$ cat config.mk
export PLATFORM = sky130hd
export DESIGN_NAME = hazard_forward_unit
export DESIGN_NICKNAME = d
export VERILOG_FILES = /design/src/rtl/fwd_pkg.sv /design/src/rtl/operand_fwd_mux.sv /design/src/rtl/hazard_forward_unit.sv
export SDC_FILE = /design/constraint.sdc
export NUM_CORES = 1
export LEC_CHECK = 0
export ABC_AREA = 0
export BUFFER_PORTS_ARGS = -buffer_cell sky130_fd_sc_hd__buf_2
export CAP_MARGIN = 40
export CELL_PAD_IN_SITES_DETAIL_PLACEMENT = 1
export CELL_PAD_IN_SITES_GLOBAL_PLACEMENT = 1
export CORE_MARGIN = 2
export CORE_UTILIZATION = 39
export DETAILED_ROUTE_END_ITERATION = 7
export GPL_TIMING_DRIVEN = 0
export PLACE_DENSITY_LB_ADDON = 0.12
export SLEW_MARGIN = 0
export SYNTH_ARGS = -nofsm -noshare
export SYNTH_HDL_FRONTEND = slang
export SYNTH_HIERARCHICAL = 1
export SYNTH_SLANG_ARGS = --single-unit
$ cat constraint.sdc
create_clock -name clk -period 2.75 [get_ports clk]
set_input_delay 0.55 -clock clk [delete_from_list [all_inputs] [get_ports clk]]
set_output_delay 0.55 -clock clk [all_outputs]
set_load 0.01 [all_outputs]
$ cat src/rtl/fwd_pkg.sv
// Shared types for the hazard / forwarding unit.
//   fwd_sel_e  : operand source select (RF, writeback, memory stage)
//   lu_state_e : load-use stall controller state
//   XLEN_DEF / RA_W_DEF : default datapath and register-address widths
package fwd_pkg;
  localparam int XLEN_DEF = 32;
  localparam int RA_W_DEF = 5;

  typedef enum logic [1:0] {
    FWD_RF = 2'b00,
    FWD_W  = 2'b01,
    FWD_M  = 2'b10
  } fwd_sel_e;

  typedef enum logic {
    ST_RUN  = 1'b0,
    ST_HOLD = 1'b1
  } lu_state_e;
endpackage

$ cat src/rtl/operand_fwd_mux.sv
// Per-operand forwarding: picks the newest producer of rs_e_i and muxes data.
//   rs_e_i        : E-stage source register address
//   rf_data_i     : operand captured from the register file at D/E
//   rd_m_i/regwrite_m_i/alu_m_i      : memory-stage producer
//   rd_w_i/regwrite_w_i/result_w_i   : writeback-stage producer
//   sel_o         : select (RF / W / M), src_o : forwarded operand
module operand_fwd_mux
  import fwd_pkg::*;
#(
  parameter int XLEN = XLEN_DEF,
  parameter int RA_W = RA_W_DEF
) (
  input  logic [RA_W-1:0] rs_e_i,
  input  logic [XLEN-1:0] rf_data_i,
  input  logic [RA_W-1:0] rd_m_i,
  input  logic            regwrite_m_i,
  input  logic [XLEN-1:0] alu_m_i,
  input  logic [RA_W-1:0] rd_w_i,
  input  logic            regwrite_w_i,
  input  logic [XLEN-1:0] result_w_i,
  output fwd_sel_e        sel_o,
  output logic [XLEN-1:0] src_o
);
  logic hit_m, hit_w;

  // x0 is hardwired zero, so it never forwards.
  assign hit_m = regwrite_m_i && (rd_m_i != '0) && (rd_m_i == rs_e_i);
  assign hit_w = regwrite_w_i && (rd_w_i != '0) && (rd_w_i == rs_e_i);

  // M is younger than W, so it wins when both match.
  always_comb begin
    sel_o = FWD_RF;
    if (hit_m)      sel_o = FWD_M;
    else if (hit_w) sel_o = FWD_W;
  end

  always_comb begin
    case (sel_o)
      FWD_M:   src_o = alu_m_i;
      FWD_W:   src_o = result_w_i;
      default: src_o = rf_data_i;
    endcase
  end
endmodule

$ cat src/rtl/hazard_forward_unit.sv
// Hazard and forwarding unit: D/E pipeline register, E-stage operand
// forwarding, load-use stall controller and branch flush.
//   D inputs  : RD1_D/RD2_D data, Rs1_D/Rs2_D/Rd_D addresses, RegWrite_D, MemRead_D
//   PCSrc_E   : taken branch in E -> flush D, abort any load-use stall
//   M/W inputs: Rd_M/RegWrite_M/ALUResult_M, Rd_W/RegWrite_W/Result_W
//   outputs   : SrcA_E/SrcB_E operands, ForwardA_E/ForwardB_E selects,
//               Stall_D (hold F/D), Flush_D (squash D)
// Optional build macro DECODE_BYPASS_EN: write-through of Result_W into the
// D/E capture when writeback targets a decode source register.
module hazard_forward_unit
  import fwd_pkg::*;
#(
  parameter int XLEN     = XLEN_DEF,
  parameter int RA_W     = RA_W_DEF,
  parameter int LU_STALL = 1
) (
  input  logic            clk,
  input  logic            rst_n,
  input  logic [XLEN-1:0] RD1_D,
  input  logic [XLEN-1:0] RD2_D,
  input  logic [RA_W-1:0] Rs1_D,
  input  logic [RA_W-1:0] Rs2_D,
  input  logic [RA_W-1:0] Rd_D,
  input  logic            RegWrite_D,
  input  logic            MemRead_D,
  input  logic            PCSrc_E,
  input  logic [RA_W-1:0] Rd_M,
  input  logic            RegWrite_M,
  input  logic [XLEN-1:0] ALUResult_M,
  input  logic [RA_W-1:0] Rd_W,
  input  logic            RegWrite_W,
  input  logic [XLEN-1:0] Result_W,
  output logic [XLEN-1:0] SrcA_E,
  output logic [XLEN-1:0] SrcB_E,
  output logic [1:0]      ForwardA_E,
  output logic [1:0]      ForwardB_E,
  output logic            Stall_D,
  output logic            Flush_D
);
  typedef struct packed {
    logic [XLEN-1:0] rd1;
    logic [XLEN-1:0] rd2;
    logic [RA_W-1:0] rs1;
    logic [RA_W-1:0] rs2;
    logic [RA_W-1:0] rd;
    logic            regwrite;
    logic            memread;
  } de_t;

  localparam logic [1:0] LU_CNT_INIT = 2'(LU_STALL - 1);

  de_t             de_q, de_d;
  lu_state_e       state_q, state_d;
  logic [1:0]      cnt_q, cnt_d;
  logic            lu_hit, stall, bubble;
  logic [XLEN-1:0] rd1_cap, rd2_cap;
  fwd_sel_e        sel_a, sel_b;

  // RegWrite_E is carried for downstream stages; nothing in this block reads it.
  logic unused_regwrite_e;
  assign unused_regwrite_e = de_q.regwrite;

  // Load in E whose destination feeds the instruction sitting in D.
  assign lu_hit = (state_q == ST_RUN) && de_q.memread && (de_q.rd != '0) &&
                  ((de_q.rd == Rs1_D) || (de_q.rd == Rs2_D));

  // ---- FSM: state register
  always_ff @(posedge clk or negedge rst_n) begin
    if (!rst_n) begin
      state_q <= ST_RUN;
      cnt_q   <= 2'd0;
    end else begin
      state_q <= state_d;
      cnt_q   <= cnt_d;
    end
  end

  // ---- FSM: next state. The detect cycle is the first stall cycle, so HOLD
  // covers the remaining LU_STALL-1 cycles.
  always_comb begin
    state_d = state_q;
    cnt_d   = cnt_q;
    if (PCSrc_E) begin
      state_d = ST_RUN;
      cnt_d   = 2'd0;
    end else begin
      case (state_q)
        ST_RUN: begin
          if (lu_hit && (LU_STALL > 1)) begin
            state_d = ST_HOLD;
            cnt_d   = LU_CNT_INIT;
          end
        end
        ST_HOLD: begin
          cnt_d = cnt_q - 2'd1;
          if (cnt_q == 2'd1) state_d = ST_RUN;
        end
        default: state_d = ST_RUN;
      endcase
    end
  end

  // ---- FSM: outputs. A taken branch squashes the stalled instruction anyway.
  always_comb begin
    stall   = rst_n && !PCSrc_E && (lu_hit || (state_q == ST_HOLD));
    Flush_D = rst_n && PCSrc_E;
  end
  assign Stall_D = stall;
  assign bubble  = PCSrc_E || stall;

  // ---- D/E capture
  always_comb begin
    rd1_cap = RD1_D;
    rd2_cap = RD2_D;
`ifdef DECODE_BYPASS_EN
    if (RegWrite_W && (Rd_W != '0) && (Rd_W == Rs1_D)) rd1_cap = Result_W;
    if (RegWrite_W && (Rd_W != '0) && (Rd_W == Rs2_D)) rd2_cap = Result_W;
`endif
  end

  always_comb begin
    de_d = '0;
    if (!bubble) begin
      de_d.rd1      = rd1_cap;
      de_d.rd2      = rd2_cap;
      de_d.rs1      = Rs1_D;
      de_d.rs2      = Rs2_D;
      de_d.rd       = Rd_D;
      de_d.regwrite = RegWrite_D;
      de_d.memread  = MemRead_D;
    end
  end

  always_ff @(posedge clk or negedge rst_n) begin
    if (!rst_n) de_q <= '0;
    else        de_q <= de_d;
  end

  // ---- E-stage forwarding
  operand_fwd_mux #(.XLEN(XLEN), .RA_W(RA_W)) u_fwd_a (
    .rs_e_i(de_q.rs1), .rf_data_i(de_q.rd1),
    .rd_m_i(Rd_M), .regwrite_m_i(RegWrite_M), .alu_m_i(ALUResult_M),
    .rd_w_i(Rd_W), .regwrite_w_i(RegWrite_W), .result_w_i(Result_W),
    .sel_o(sel_a), .src_o(SrcA_E)
  );

  operand_fwd_mux #(.XLEN(XLEN), .RA_W(RA_W)) u_fwd_b (
    .rs_e_i(de_q.rs2), .rf_data_i(de_q.rd2),
    .rd_m_i(Rd_M), .regwrite_m_i(RegWrite_M), .alu_m_i(ALUResult_M),
    .rd_w_i(Rd_W), .regwrite_w_i(RegWrite_W), .result_w_i(Result_W),
    .sel_o(sel_b), .src_o(SrcB_E)
  );

  assign ForwardA_E = sel_a;
  assign ForwardB_E = sel_b;
endmodule
**Word level (Yosys, flattened, before mapping)**

Index checks and enable logic that the tools add are counted.

- Register bits after elaboration: 83
- Bits of input ports: 160
- Output and inout port bits: 70
- Word-level logic and storage cells: 53

- Add/sub/neg operators: 1
- Eq/ne operators: 11
- Multiplexer cells: 12
- Bitwise logic cells: 1
- Reduce and logical (&&, ||, !) cells: 20

Operator list:

| cell | number |
|---|---|
| $pmux W32 S2 | 2 |
| $mux W81 | 1 |
| $eq A5 B5 Y1 | 6 |
| $reduce_bool A5 Y1 | 3 |
| $logic_and A1 B1 Y1 | 12 |
| $mux W2 | 4 |
| $eq A2 B1 Y1 const B | 3 |
| $mux W1 | 5 |
| $eq A2 B2 Y1 const B | 2 |
| $logic_or A1 B1 Y1 | 3 |
| $reduce_bool A2 Y1 | 1 |
| $sub A2 B1 Y2 const B | 1 |
| $logic_not A1 Y1 | 1 |
| $not A1 Y1 | 1 |

**Longest topological paths before layout**

- Word-level depth: 8
- Mapped depth: 7
- Mapped depth without buffers: 5

**Modules after synthesis**

The synthesis kept the hierarchy.

By module, submodules not included:

| module | instances | cells an instance | area each (µm²) | sequential area each (µm²) |
|---|---|---|---|---|
| hazard_forward_unit | 1 | 301 | 3,729.8 | 2,077.0 |
| operand_fwd_mux | 2 | 186 | 1,498.9 | 0.0 |

**Worst setup path after synthesis**

No wires, ideal clock.

- Path type: input port to output port
- Start: input Rd_M[0]
- End: output ForwardA_E[0]
- Arrival time: 1,906 ps
- Data required time: 2,200 ps
- Setup slack: 294 ps
- Stages: 6
- Path buffers: 1
- Cell sequence: or4_4 -> a21oi_4 -> or3_1 -> buf_2 -> inv_2 -> nor4_2

- Cells in the longest elaborated chain, start to end: 4
- Elaborated cells between the ends (all ways): 5
- Those cells by class: eq/ne: 1; mux: 1; reduce/logical: 3

Ends and longest elaborated chain:

| item | RTL line | text |
|---|---|---|
| start: declaration | hazard_forward_unit.sv:27 | `input logic [RA_W-1:0] Rd_M,` |
| $reduce_bool A5 Y1 | operand_fwd_mux.sv:27 | `assign hit_m = regwrite_m_i && (rd_m_i != '0) && (rd_m_i == rs_e_i);` |
| $logic_and A1 B1 Y1 | operand_fwd_mux.sv:27 |  |
| $logic_and A1 B1 Y1 (*) | operand_fwd_mux.sv:27 |  |
| named net u_fwd_a.hit_m | operand_fwd_mux.sv:24 | `logic hit_m, hit_w;` |
| $mux W2 (*) | operand_fwd_mux.sv:33 | `if (hit_m) sel_o = FWD_M;` |
| end: declaration | hazard_forward_unit.sv:35 | `output logic [1:0] ForwardA_E,` |

The timed path passes the listed nets; every way through them passes the cells marked *.

**Final worst setup path**

- Start: register de_q[12] (netlist name)
- End: output SrcA_E[12]

- Cells in the longest elaborated chain, start to end: 6
- Elaborated cells between the ends (all ways): 9
- Those cells by class: eq/ne: 4; mux: 3; reduce/logical: 2

Ends and longest elaborated chain:

| item | RTL line | text |
|---|---|---|
| start: declaration | hazard_forward_unit.sv:52 | `de_t de_q, de_d;` |
| start signal: assignment | hazard_forward_unit.sv:135 | `if (!rst_n) de_q <= '0;` |
| start signal: assignment | hazard_forward_unit.sv:136 | `else de_q <= de_d;` |
| $eq A5 B5 Y1 | operand_fwd_mux.sv:28 | `assign hit_w = regwrite_w_i && (rd_w_i != '0) && (rd_w_i == rs_e_i);` |
| $logic_and A1 B1 Y1 | operand_fwd_mux.sv:28 |  |
| $mux W1 | operand_fwd_mux.sv:34 | `else if (hit_w) sel_o = FWD_W;` |
| $mux W2 (*) | operand_fwd_mux.sv:33 |  |
| $eq A2 B1 Y1 or $eq A2 B2 Y1 (tied branches) | operand_fwd_mux.sv:38 | `case (sel_o)` |
| $pmux W32 S2 (*) | operand_fwd_mux.sv:38 |  |
| end: declaration | hazard_forward_unit.sv:33 | `output logic [XLEN-1:0] SrcA_E,` |

Mark *: on every way between the ends. The rest lies on a longest branch, timed or not.

==> results by group <==
Global routing
  – Vias in the first global route: 7,047
  – Initial antenna violation count: 1
  – Largest net degree at the start of global routing: 64
  – Remaining Overflow, GRT: 0
  – First-pass GRT wire length: 41,500 um
  – Tot GR Track Use: 30.0%

Cells and area
  – Layout cells sized above 1: 65.0%
  – Final core occ: 59.1%
  – Fin nets: 1,102
  – Area growth, synth to finish: 49.8%

Die
  – Die Y: 135 um
  – Initial core utilization: 39.4%
  – Die width: 135 um
  – Row count: 48
  – # IOs: 230
  – Core footprint: 17,100 um^2
  – Die ar.: 18,300 um^2

Drt
  – Routed via count: 6,969
  – DR iter-0 viols: 388
  – Routed Antenna Nets: 0
  – Number of iterations in the first detailed-routing pass: 4
  – WL/cell: 24.7 um
  – Vias/cell: 5.95
  – Total Routed Length: 28,900 um
  – DRC: 0

Pwr
  – PwrDens: 401 nW/um^2
  – Lkg Pwr: 0.00392 uW
  – Peak supply drop: 382 uV

STA
  – Fmax: 335 MHz
  – RSZ-0062 raised after global routing: yes
  – Final number of max-transition violations: 0
  – Final Hold Viols: 0
  – Final setup violation count: 65
  – Crit share post-route: 108%
  – Worst-margin pin slew: 713 ps
  – Fin crit period: 2980 ps
  – Clk_skew: 12.1 ps
  – Hold_ws: 97.4 ps
  – Worst slew margin: 52.5%
  – Final worst slack: -234 ps

Logic synthesis
  – Number of synthesized flops with an enable pin: 0
  – Mapped cell area: 6730 um^2
  – Most frequent cells after synthesis: dfrtp_1, nand2b_1, a21oi_2
  – Synth Warn #: 6
  – Cells after Synth: 673
  – Primary FF master, synth: dfrtp_1
  – Post-synth net total: 834
  – Sequential fraction of the synthesis area: 30.9%
  – Synth cell types: 39
  – Largest area contributor in the netlist: dfrtp_1
  – Synth async-reset ratio: 100%
  – #FFs+latches synth: 83
  – Top-count cell post-synth: dfrtp_1
  – Synth area leaders: dfrtp_1, a21oi_2, nand2b_1
  – Syn_area_per_cell: 10.0 um^2
  – Yosys top cell area share: 30.9%

Clocking
  – Clock Latency Late Sink: 360 ps
  – Worst-path clk slew: 70 ps
  – Bufs on Longest Clock Path: 2
  – CTS buffer count: 9
  – CTS tree: built
  – Root Driver: clkbuf_16
  – Clock Sinks: 83
  – H-tree Lvls: 3
  – CTS Hold Bufs: 0

Setup path
  – Critical path data arrival time: 2430 ps
  – WP data required: 2200 ps
  – Most frequent CP cell: buf_12
  – CP max stage delay: 580 ps
  – Crit path cell chain: or4_4 > a21oi_4 > buf_6 > buf_12 > buf_12 > o31ai_4 > a31oi_1 > buf_2
  – WS Path Type: reg -> out
  – Slowest-stage cell, CP: or4_4
  – CP max FO: 6
  – Worst Setup Start Kind: flop
  – Worst Setup End Kind: output port

Placed design
  – HPWL after DPL: 20,600 um
  – GPL Wtd Cong: 0.957
  – Number of port buffers: 227

Flow run
  – Max Cap Viol: 0

Min path
  – Hold WC Path Type: in -> async

Status
  – Status: complete, but fails checks
  – Failing checks: negative setup slack
## cells by family (layout without fill, tap and decap cells)
kind of cell / Yosys count / in the layout / synth area share, %
xor gates and xnor gates: 27 / 27 / 3.51
AOI/OAI and AO/OA: 217 / 217 / 28.7
buffers and inverters: 100 / 373 / 10.6
muxes: 1 / 1 / 0.149
DFF: 83 / 83 / 30.9
and+or+nand+nor: 244 / 244 / 26.0
other: 0 / 1 / 0
adders and majority gates: 1 / 1 / 0.186
## per-stage QoR
step	TNS [ps]	instances	setup slack, ps	area, um^2	total power, uW
2_1_floorplan	0	673	294	6730	1940
3_3_place_gp	-23990	1125	-483	8150	2350
3_5_place_dp	-15900	1126	-525	8180	2380
4_1_cts	-9890	1167	-188	9460	3870
5_1_grt	-15000	1172	-287	10100	4200
6_report	-11200	1172	-234	10100	4040
## area by class of cell
cell class                      count  area [um^2]
Fill cell                        1895         6980
Multi-Input combinational cell    490         4980
Sequential cell                    83         2080
Timing Repair Buffer              262         1560
Buffer                             92          845
Tap cell                          225          282
Clock buffer                        9          225
Clock inverter                      7         83.8
Inverter                            3         11.3
Antenna cell                        1         2.50
## critical path, delay by kind of cell (launching register included)
family                 cells  cell delay [ps]
buffers and inverters      4              590
AND/OR/NAND/NOR            1              580
AO/OA/AOI/OAI              3              480
flip-flops                 1              420
## layout by cell type (no fill, tap or decap), types with 5 or more instances in the layout
cell and count:
clkbuf_4 6, buf_8 11, buf_12 9, a21oi_4 7
or4b_2 25, a31oi_4 11, a31oi_1 17, buf_2 234
o31ai_1 10, nand2b_1 80, clkbuf_16 12, or4b_1 19
o31ai_2 13, a21oi_2 77, buf_4 31, clkbuf_8 5
clkbuf_1 23, dfrtp_1 79, o31ai_4 41, nor2_1 6
nor4_1 58, xnor2_2 8, xor2_1 10, nor4_2 8
a31oi_2 36, xnor2_1 8, buf_6 25, or4b_4 20
## power by group
part | internal, uW | total (uW) | switching, uW | leakage, uW
combinational | 589 | 1410 | 818 | 0.00269
sequential | 1280 | 1340 | 56.7 | 0.00107
clock | 722 | 1290 | 568 | 0.000154
## worst paths after layout
| kind | from | endpoint | slack (ps) | depth (start not counted) |
|---|---|---|---|---|
| max | de_q[12] | SrcA_E[12] | -230 | 8 |
| min | rst_n | de_q[37] | 100 | 1 |
| max reg2reg | de_q[5] | de_q[11] | 500 | 6 |
| min reg2reg | cnt_q[1] | cnt_q[1] | 550 | 2 |
| max in group asynchronous | rst_n | de_q[8] | 1990 | 2 |
| min in group clk | Rd_D[4] | de_q[6] | 420 | 3 |
## what timing repair did
action | CTS | global route
gates resized for setup | 157 | 104
gates cloned | 5 | 2
pin swaps | 69 | 70
setup endpoints to repair | 66 | 66
setup buffers | 23 | 4
## metal layers
layer	GRT usage [%]	part of all wire, %	vias up
met1	38.9	42	3503
li1	-	-	3124
met5	0	0	-
met3	4.64	5.2	61
met2	51.3	50	281
met4	9.72	2.9	0
## flip-flops by register name, summed over array words and instances (netlist names)
| signal | flops |
|---|---|
| cnt_q | 2 |
| state_q | 1 |
| de_q | 80 |
No activity file was read; power rests on OpenSTA's default activity.
